<file path="config.mk">
export PLATFORM = sky130hd
export DESIGN_NAME = afpm_op_sequencer
export DESIGN_NICKNAME = d
export VERILOG_FILES = /design/src/rtl/afpm_pkg.sv /design/src/rtl/afpm_lat_timer.sv /design/src/rtl/afpm_op_sequencer.sv
export SDC_FILE = /design/constraint.sdc
export NUM_CORES = 1
export LEC_CHECK = 0
export ABC_CLOCK_PERIOD_IN_PS = 5300
export BUFFER_PORTS_ARGS = -buffer_cell sky130_fd_sc_hd__buf_2
export CORE_ASPECT_RATIO = 1.75
export CORE_UTILIZATION = 35
export CTS_CLUSTER_DIAMETER = 30
export CTS_CLUSTER_SIZE = 24
export DETAILED_ROUTE_END_ITERATION = 12
export PLACE_DENSITY = 0.65
export SLEW_MARGIN = 5
export SYNTH_ARGS = -nofsm -noshare
export SYNTH_HDL_FRONTEND = slang
export SYNTH_HIERARCHICAL = 1
export SYNTH_SLANG_ARGS = --single-unit
export TNS_END_PERCENT = 1
</file>
<file path="constraint.sdc">
create_clock -name clk -period 5.3 [get_ports clk]
set_input_delay 0.53 -clock clk [delete_from_list [all_inputs] [get_ports clk]]
set_output_delay 0.53 -clock clk [all_outputs]
set_load 0.05 [all_outputs]
</file>
<file path="src/rtl/afpm_pkg.sv">
// Shared types and constants for the afpm operand sequencer slice.
// Holds the byte/operand widths, the latency ceiling and the sequencer state type.
package afpm_pkg;

    localparam int unsigned BYTE_W  = 8;
    localparam int unsigned OP_W    = 16;
    localparam int unsigned MAX_LAT = 15;

    typedef enum logic [2:0] {
        LOAD_LO,
        LOAD_HI,
        LAUNCH,
        WAIT,
        OUT_LO,
        OUT_HI
    } seq_state_t;

endpackage

</file>
<file path="src/rtl/afpm_lat_timer.sv">
// 4-bit loadable down-counter that measures the multiplier latency.
// done is high whenever the count has reached zero.
module afpm_lat_timer (
    input  logic       clk,
    input  logic       rst,
    input  logic       clr,
    input  logic       load,
    input  logic [3:0] load_val,
    input  logic       en,
    output logic       done
);

    logic [3:0] count;

    always_ff @(posedge clk or posedge rst) begin
        if (rst) begin
            count <= '0;
        end else if (clr) begin
            count <= '0;
        end else if (load) begin
            count <= load_val;
        end else if (en && (count != '0)) begin
            count <= count - 4'd1;
        end
    end

    assign done = (count == '0);

endmodule

</file>
<file path="src/rtl/afpm_op_sequencer.sv">
// Byte-serial operand sequencer: gathers two 16-bit operands, launches the
// afpm multiplier, waits its fixed latency and returns the product as two bytes.
module afpm_op_sequencer
    import afpm_pkg::BYTE_W;
    import afpm_pkg::MAX_LAT;
    import afpm_pkg::seq_state_t;
    import afpm_pkg::LOAD_LO;
    import afpm_pkg::LOAD_HI;
    import afpm_pkg::LAUNCH;
    import afpm_pkg::WAIT;
    import afpm_pkg::OUT_LO;
    import afpm_pkg::OUT_HI;
#(
    parameter int unsigned MUL_LATENCY = 2,
    parameter int unsigned OP_W        = 16
) (
    input  logic              clk,
    input  logic              rst,
    input  logic              clr,
    input  logic              in_valid,
    input  logic [BYTE_W-1:0] a_byte,
    input  logic [BYTE_W-1:0] b_byte,
    output logic              in_ready,
    output logic [OP_W-1:0]   mul_a,
    output logic [OP_W-1:0]   mul_b,
    output logic              mul_start,
    input  logic [OP_W-1:0]   mul_result,
    output logic              out_valid,
    output logic [BYTE_W-1:0] out_byte,
    output logic              out_last,
    input  logic              out_ready,
    output logic              busy,
    output logic [7:0]        op_count
);

    localparam int unsigned LAT       = (MUL_LATENCY > MAX_LAT) ? MAX_LAT : MUL_LATENCY;
    localparam bit          LAT_ZERO  = (LAT == 0);
    // WAIT lasts LAT cycles, so the timer starts one below the latency.
    localparam logic [3:0]  LAT_LOAD  = LAT_ZERO ? 4'd0 : 4'(LAT - 1);

    seq_state_t      state_q, state_d;
    logic [OP_W-1:0] res_q;
    logic            timer_done;
    logic            lo_we, hi_we, capture, op_done;

    afpm_lat_timer u_lat_timer (
        .clk      (clk),
        .rst      (rst),
        .clr      (clr),
        .load     (state_q == LAUNCH),
        .load_val (LAT_LOAD),
        .en       (state_q == WAIT),
        .done     (timer_done)
    );

    always_ff @(posedge clk or posedge rst) begin
        if (rst) begin
            state_q <= LOAD_LO;
        end else begin
            state_q <= state_d;
        end
    end

    always_comb begin
        state_d   = state_q;
        in_ready  = 1'b0;
        busy      = (state_q != LOAD_LO);
        mul_start = 1'b0;
        out_valid = 1'b0;
        out_last  = 1'b0;
        out_byte  = '0;
        lo_we     = 1'b0;
        hi_we     = 1'b0;
        capture   = 1'b0;
        op_done   = 1'b0;

        unique case (state_q)
            LOAD_LO: begin
                in_ready = 1'b1;
                if (in_valid) begin
                    lo_we   = 1'b1;
                    state_d = LOAD_HI;
                end
            end
            LOAD_HI: begin
                in_ready = 1'b1;
                if (in_valid) begin
                    hi_we   = 1'b1;
                    state_d = LAUNCH;
                end
            end
            LAUNCH: begin
                mul_start = 1'b1;
                if (LAT_ZERO) begin
                    capture = 1'b1;
                    state_d = OUT_LO;
                end else begin
                    state_d = WAIT;
                end
            end
            WAIT: begin
                if (timer_done) begin
                    capture = 1'b1;
                    state_d = OUT_LO;
                end
            end
            OUT_LO: begin
                out_valid = 1'b1;
                out_byte  = res_q[BYTE_W-1:0];
                if (out_ready) begin
                    state_d = OUT_HI;
                end
            end
            OUT_HI: begin
                out_valid = 1'b1;
                out_last  = 1'b1;
                out_byte  = res_q[OP_W-1:BYTE_W];
                if (out_ready) begin
                    op_done = 1'b1;
                    state_d = LOAD_LO;
                end
            end
            default: state_d = LOAD_LO;
        endcase

        // Abort wins over every transition and suppresses all side effects.
        if (clr) begin
            state_d   = LOAD_LO;
            mul_start = 1'b0;
            lo_we     = 1'b0;
            hi_we     = 1'b0;
            capture   = 1'b0;
            op_done   = 1'b0;
        end
    end

    always_ff @(posedge clk or posedge rst) begin
        if (rst) begin
            mul_a    <= '0;
            mul_b    <= '0;
            res_q    <= '0;
            op_count <= '0;
        end else begin
            if (clr) begin
                mul_a <= '0;
                mul_b <= '0;
                res_q <= '0;
            end else begin
                if (lo_we) begin
                    mul_a[BYTE_W-1:0] <= a_byte;
                    mul_b[BYTE_W-1:0] <= b_byte;
                end
                if (hi_we) begin
                    mul_a[OP_W-1:BYTE_W] <= a_byte;
                    mul_b[OP_W-1:BYTE_W] <= b_byte;
                end
                if (capture) begin
                    res_q <= mul_result;
                end
            end
            if (op_done) begin
                op_count <= op_count + 8'd1;
            end
        end
    end

endmodule
</file>
; ---- Yosys cells after proc, flatten, opt, wreduce, memory -nomap -nowiden
; Index checks and enable logic that the tools add are counted.
[totals]
output_inout_bits = 53
regBits = 63
inputBits = 37
elab_cells = 67
[op_classes]
add_sub_neg = 2
mux = 35
n_eq_ne = 10
reduce_logical = 12
[ops]
columns = cell, count
row1 = 2-to-1 mux 16 bit, 4
row2 = 2-to-1 mux 8 bit, 4
row3 = 2-to-1 mux 3 bit, 6
row4 = case mux 3 bit (6 select lines), 1
row5 = 2-to-1 mux 1 bit, 16
row6 = case mux 8 bit (2 select lines), 1
row7 = inequality test 3 bit (second input constant), 5
row8 = 2-to-1 mux 4 bit, 3
row9 = adder 8 x 1 -> 8 bit (second input constant), 1
row10 = == test 3 x 2 -> 1 bit (second input constant), 2
row11 = == test 3 bit (second input constant), 2
row12 = nonzero test 2 bit, 3
row13 = nonzero test 3 bit, 2
row14 = AND reduction 5 bit, 1
row15 = logical NOT 4 bit, 1
row16 = nonzero test 4 bit, 1
row17 = OR reduction 2 bit, 2
row18 = subtractor 4 x 1 -> 4 bit (second input constant), 1
row19 = == test 3 x 1 -> 1 bit (second input constant), 1
row20 = logical NOT 3 bit, 1
row21 = logical AND 1 bit, 1

; ---- Depth between registers and ports, before layout
[depth]
depth_word = 6
depth_mapped = 8

; ---- Modules after synthesis
; The synthesis kept the hierarchy.
[by_module_without_submodules]
columns = module, area_per_inst_um2, n_inst, cells_per_inst, seq_area_each_um2
row1 = afpm_op_sequencer, 2700.1, 1, 222, 1476.4
row2 = afpm_lat_timer, 299.0, 1, 31, 100.1

; ---- Least setup slack after synthesis
; No wires, ideal clock.
[synth_timing]
path_kind = input -> output
from = in clr
to = out mul_start
path_buffers = 3
path_stages = 4
arrival_time_ns = 2.607
setup_slack_ns = 2.163
t_required_ns = 4.770
path_cell_list = buf_2 buf_2 clkbuf_1 nor4_1
[synth_between]
elab_chain_len = 1
[synth_rtl]
columns = element, line
row1 = from (decl), afpm_op_sequencer.sv:19  ; input logic clr,
row2 = 2-to-1 mux 1 bit, afpm_op_sequencer.sv:127  ; if (clr) begin
row3 = to (decl), afpm_op_sequencer.sv:26  ; output logic mul_start,
; No other way between the ends.

; ---- Final worst setup path
[layout_timing]
from = reg state_q[0]
to = out out_last
[layout_between]
elab_chain_len = 2
[layout_rtl]
columns = element, line
row1 = from (decl), afpm_op_sequencer.sv:41  ; seq_state_t state_q, state_d;
row2 = from (signal assigned), afpm_op_sequencer.sv:60  ; state_q <= state_d;
row3 = == test 3 bit, afpm_op_sequencer.sv:77  ; unique case (state_q)
row4 = 2-to-1 mux 1 bit, afpm_op_sequencer.sv:77
row5 = to (decl), afpm_op_sequencer.sv:30  ; output logic out_last,
; No other way between the ends.

==> results.sh <==
export IMPL_syn_avg_cell_area_sq_um=11.9
export IMPL_cts_max_level=3
export IMPL_layout_setup_ws_ps=2850
export IMPL_cp_top_family="flip-flops"
export IMPL_period_minus_slack_ps=2450
export IMPL_yosys_most_used_dff="dfrtp_1"
export IMPL_relSlewSlack=0.379
export IMPL_ios=90
export IMPL_netlist_area_leader_share=0.526
export IMPL_start_kind="flop"
export IMPL_ctsResizeCount=0
export IMPL_cap_violations=0
export IMPL_grt_pass1_wl_um=11300
export IMPL_cp_arrival_ps=1920
export IMPL_crit_path_top_delay_cell="dfrtp_1"
export IMPL_hold_class="in2async"
export IMPL_drc_errors=0
export IMPL_endpoint_kind="output pin"
export IMPL_synthTopCellsByArea="dfrtp_1, mux2_2, mux2_1"
export IMPL_cp_buffers_inverters=2
export IMPL_cpPeakStageDelay_ps=890
export IMPL_hold_slack_ps=101
export IMPL_timing_fmax_ghz=0.407
export IMPL_final_setup_tns_ps=0
export IMPL_clock_skew_ps=5.55
export IMPL_numCtsBuffers=9
export IMPL_viasPerCell=4.81
export IMPL_num_nets_final=384
export IMPL_cp_cell_sequence="nand3b_2, inv_1, buf_2"
export IMPL_synth_seq_area_share=0.526
export IMPL_cts_sinks=63
export IMPL_reg2reg_from="u_lat_timer/count[1]"
export IMPL_ys_types=50
export IMPL_drt_pass1_iterations=4
export IMPL_cts_setup_buffers=0
export IMPL_yosysTopAreaCell="dfrtp_1"
export IMPL_die_h_um=124
export IMPL_seq_area_sq_um=1580
export IMPL_cts_root_buf="clkbuf_16"
export IMPL_layout_drive_gt1_share=0.401
export IMPL_syn_area_sq_um=3000
export IMPL_clock_latency_ps=330
export IMPL_placed_area_sq_um=3540
export IMPL_multi_input_area_sq_um=1330
export IMPL_overflow=0
export IMPL_powerDensity_nw_per_um2=408
export IMPL_wl_per_cell_um=14.4
export IMPL_initial_core_util=0.361
export IMPL_hold_viol_final=0
export IMPL_synth_commonest_cells="dfrtp_1, mux2_2, nand2_1"
export IMPL_design_die_area_sq_um=8960
export IMPL_required_ps=4770
export IMPL_rows=44
export IMPL_grt_pass1_vias=2417
export IMPL_reg2reg_depth=7
export IMPL_grt_max_degree=44
export IMPL_fin_crit_sh=0.463
export IMPL_gp_congestion=0.758
export IMPL_via_count=2230
export IMPL_die_x_um=72.0
export IMPL_wl_um=6680
export IMPL_ys_ff_latch=63
export IMPL_worst_pin_slew_ps=932
export IMPL_synth_edf_count=0
export IMPL_core_area_sq_um=8310
export IMPL_r2r_end="res_q[9]"
export IMPL_setup_viol_count_final=0
export IMPL_r2r_slack_ps=3000
export IMPL_cts_tree="done"
export IMPL_fin_area_sq_um=3830
export IMPL_postCtsHoldBufs=0
export IMPL_path_class="reg2out"
export IMPL_grt_total_usage=0.165
export IMPL_fill_cells=817
export IMPL_peakVddDrop_v=0.000200
export IMPL_antennaDiodeCount=0
export IMPL_hpwl_um=4710
export IMPL_p_total_mw=1.56
export IMPL_portBuffers=89
export IMPL_synthCells=253
export IMPL_yosysMostFrequentCell="dfrtp_1"
export IMPL_rsz0062_at_grt="false"
export IMPL_place_ws_ps=3010
export IMPL_worstPathMaxFanout=22
export IMPL_finalMaxSlewViolations=0
export IMPL_p_leak_nw=1.91
export IMPL_antenna_found_initial=0
export IMPL_async_reset_ff_frac=1.00
export IMPL_ant_nets=0
export IMPL_clk_path_buf_depth=2
export IMPL_area_delta_synth_final_pct=27.7
export IMPL_outcome="completed"
export IMPL_clk_pin_slew_ps=60
export IMPL_drt_initial_drc_count=126
export IMPL_ys_warn_count=6
## routing by layer
metal / up-vias / track usage / wire length [um]
met5: - / 0 / 0
met4: 0 / 0.104 / 218
met3: 17 / 0.0324 / 212
met2: 53 / 0.282 / 3640
met1: 1102 / 0.183 / 2610
li1: 1058 / - / -
## stage by stage
step / instances / utilization
after floorplan: 255 / -
after global placement: 448 / 0.425
after detailed placement: 448 / 0.425
after CTS: 464 / 0.461
after global routing: 464 / 0.461
final: 464 / 0.461
## worst reg2reg max path, cell delays in order, from the launching register on
cell	delay [ps]
dfrtp_1	370
inv_1	130
ha_1	210
or3b_4	440
inv_1	130
and4b_1	450
nor2_2	170
a22o_1	300
## state kept, by name, summed over array words and instances, names as in the netlist
register	count
u_lat_timer/count	4
res_q	16
mul_a	16
mul_b	16
state_q	3
op_count	8
## worst max-delay path by stage
| stage | start | to | slack [ps] | depth (start not counted) |
|---|---|---|---|---|
| 6_report | state_q[0] | out_last | 2850 | 3 |
| 5_1_grt | state_q[0] | out_last | 2690 | 3 |
| 4_1_cts | state_q[0] | out_last | 2820 | 3 |
| 3_5_place_dp | u_lat_timer/count[1] | res_q[11] | 3010 | 7 |
| 3_3_place_gp | u_lat_timer/count[1] | res_q[14] | 3040 | 7 |
| 2_1_floorplan | clr | mul_start | 2160 | 4 |
## cell type report
cell class,count,share of cell area
well taps,115,0.0376
inverters,10,0.00980
clock buffers,12,0.0696
repair buffers,90,0.118
flip-flops and latches,63,0.411
clock inverters,4,0.00751
multi-input cells,170,0.346
## report_power, final
part / internal, mW / switching [mW]
Combinational: 0.129 / 0.280
Sequential: 0.535 / 0.0552
Clock: 0.354 / 0.210
## layout by cell type, fill, tap and decap left out, types with 2 or more instances in the layout
master and n:
buf_2 89, or3_1 2, a22o_1 8, clkbuf_8 3, and3_1 2, nand4_1 2
clkinvlp_4 2, clkbuf_16 9, conb_1 4, nor2_1 16, xor2_1 4, and4b_1 2
o21ai_0 2, xnor2_1 3, ha_1 3, a21oi_1 10, a21o_1 2, mux2i_1 9
nand2_1 19, nor3_1 4, mux2_2 23, mux2_1 10, dfrtp_1 63, a211o_1 2
nand3_1 3, nor2b_1 17, inv_1 9
## cells by family (layout without fill, tap and decap cells)
logic type / count (synthesis) / count (layout) / share of synthesized area
AND/OR/NAND/NOR: 81 / 81 / 0.156
XOR/XNOR: 7 / 7 / 0.0204
other: 2 / 4 / 0.00250
adder cells (fa/ha/maj): 3 / 3 / 0.0125
multiplexers: 42 / 42 / 0.154
AO/OA/AOI/OAI: 33 / 33 / 0.0939
buffers and inverters: 22 / 116 / 0.0350
flip-flops: 63 / 63 / 0.526
Power figures use the tool's default switching activity.
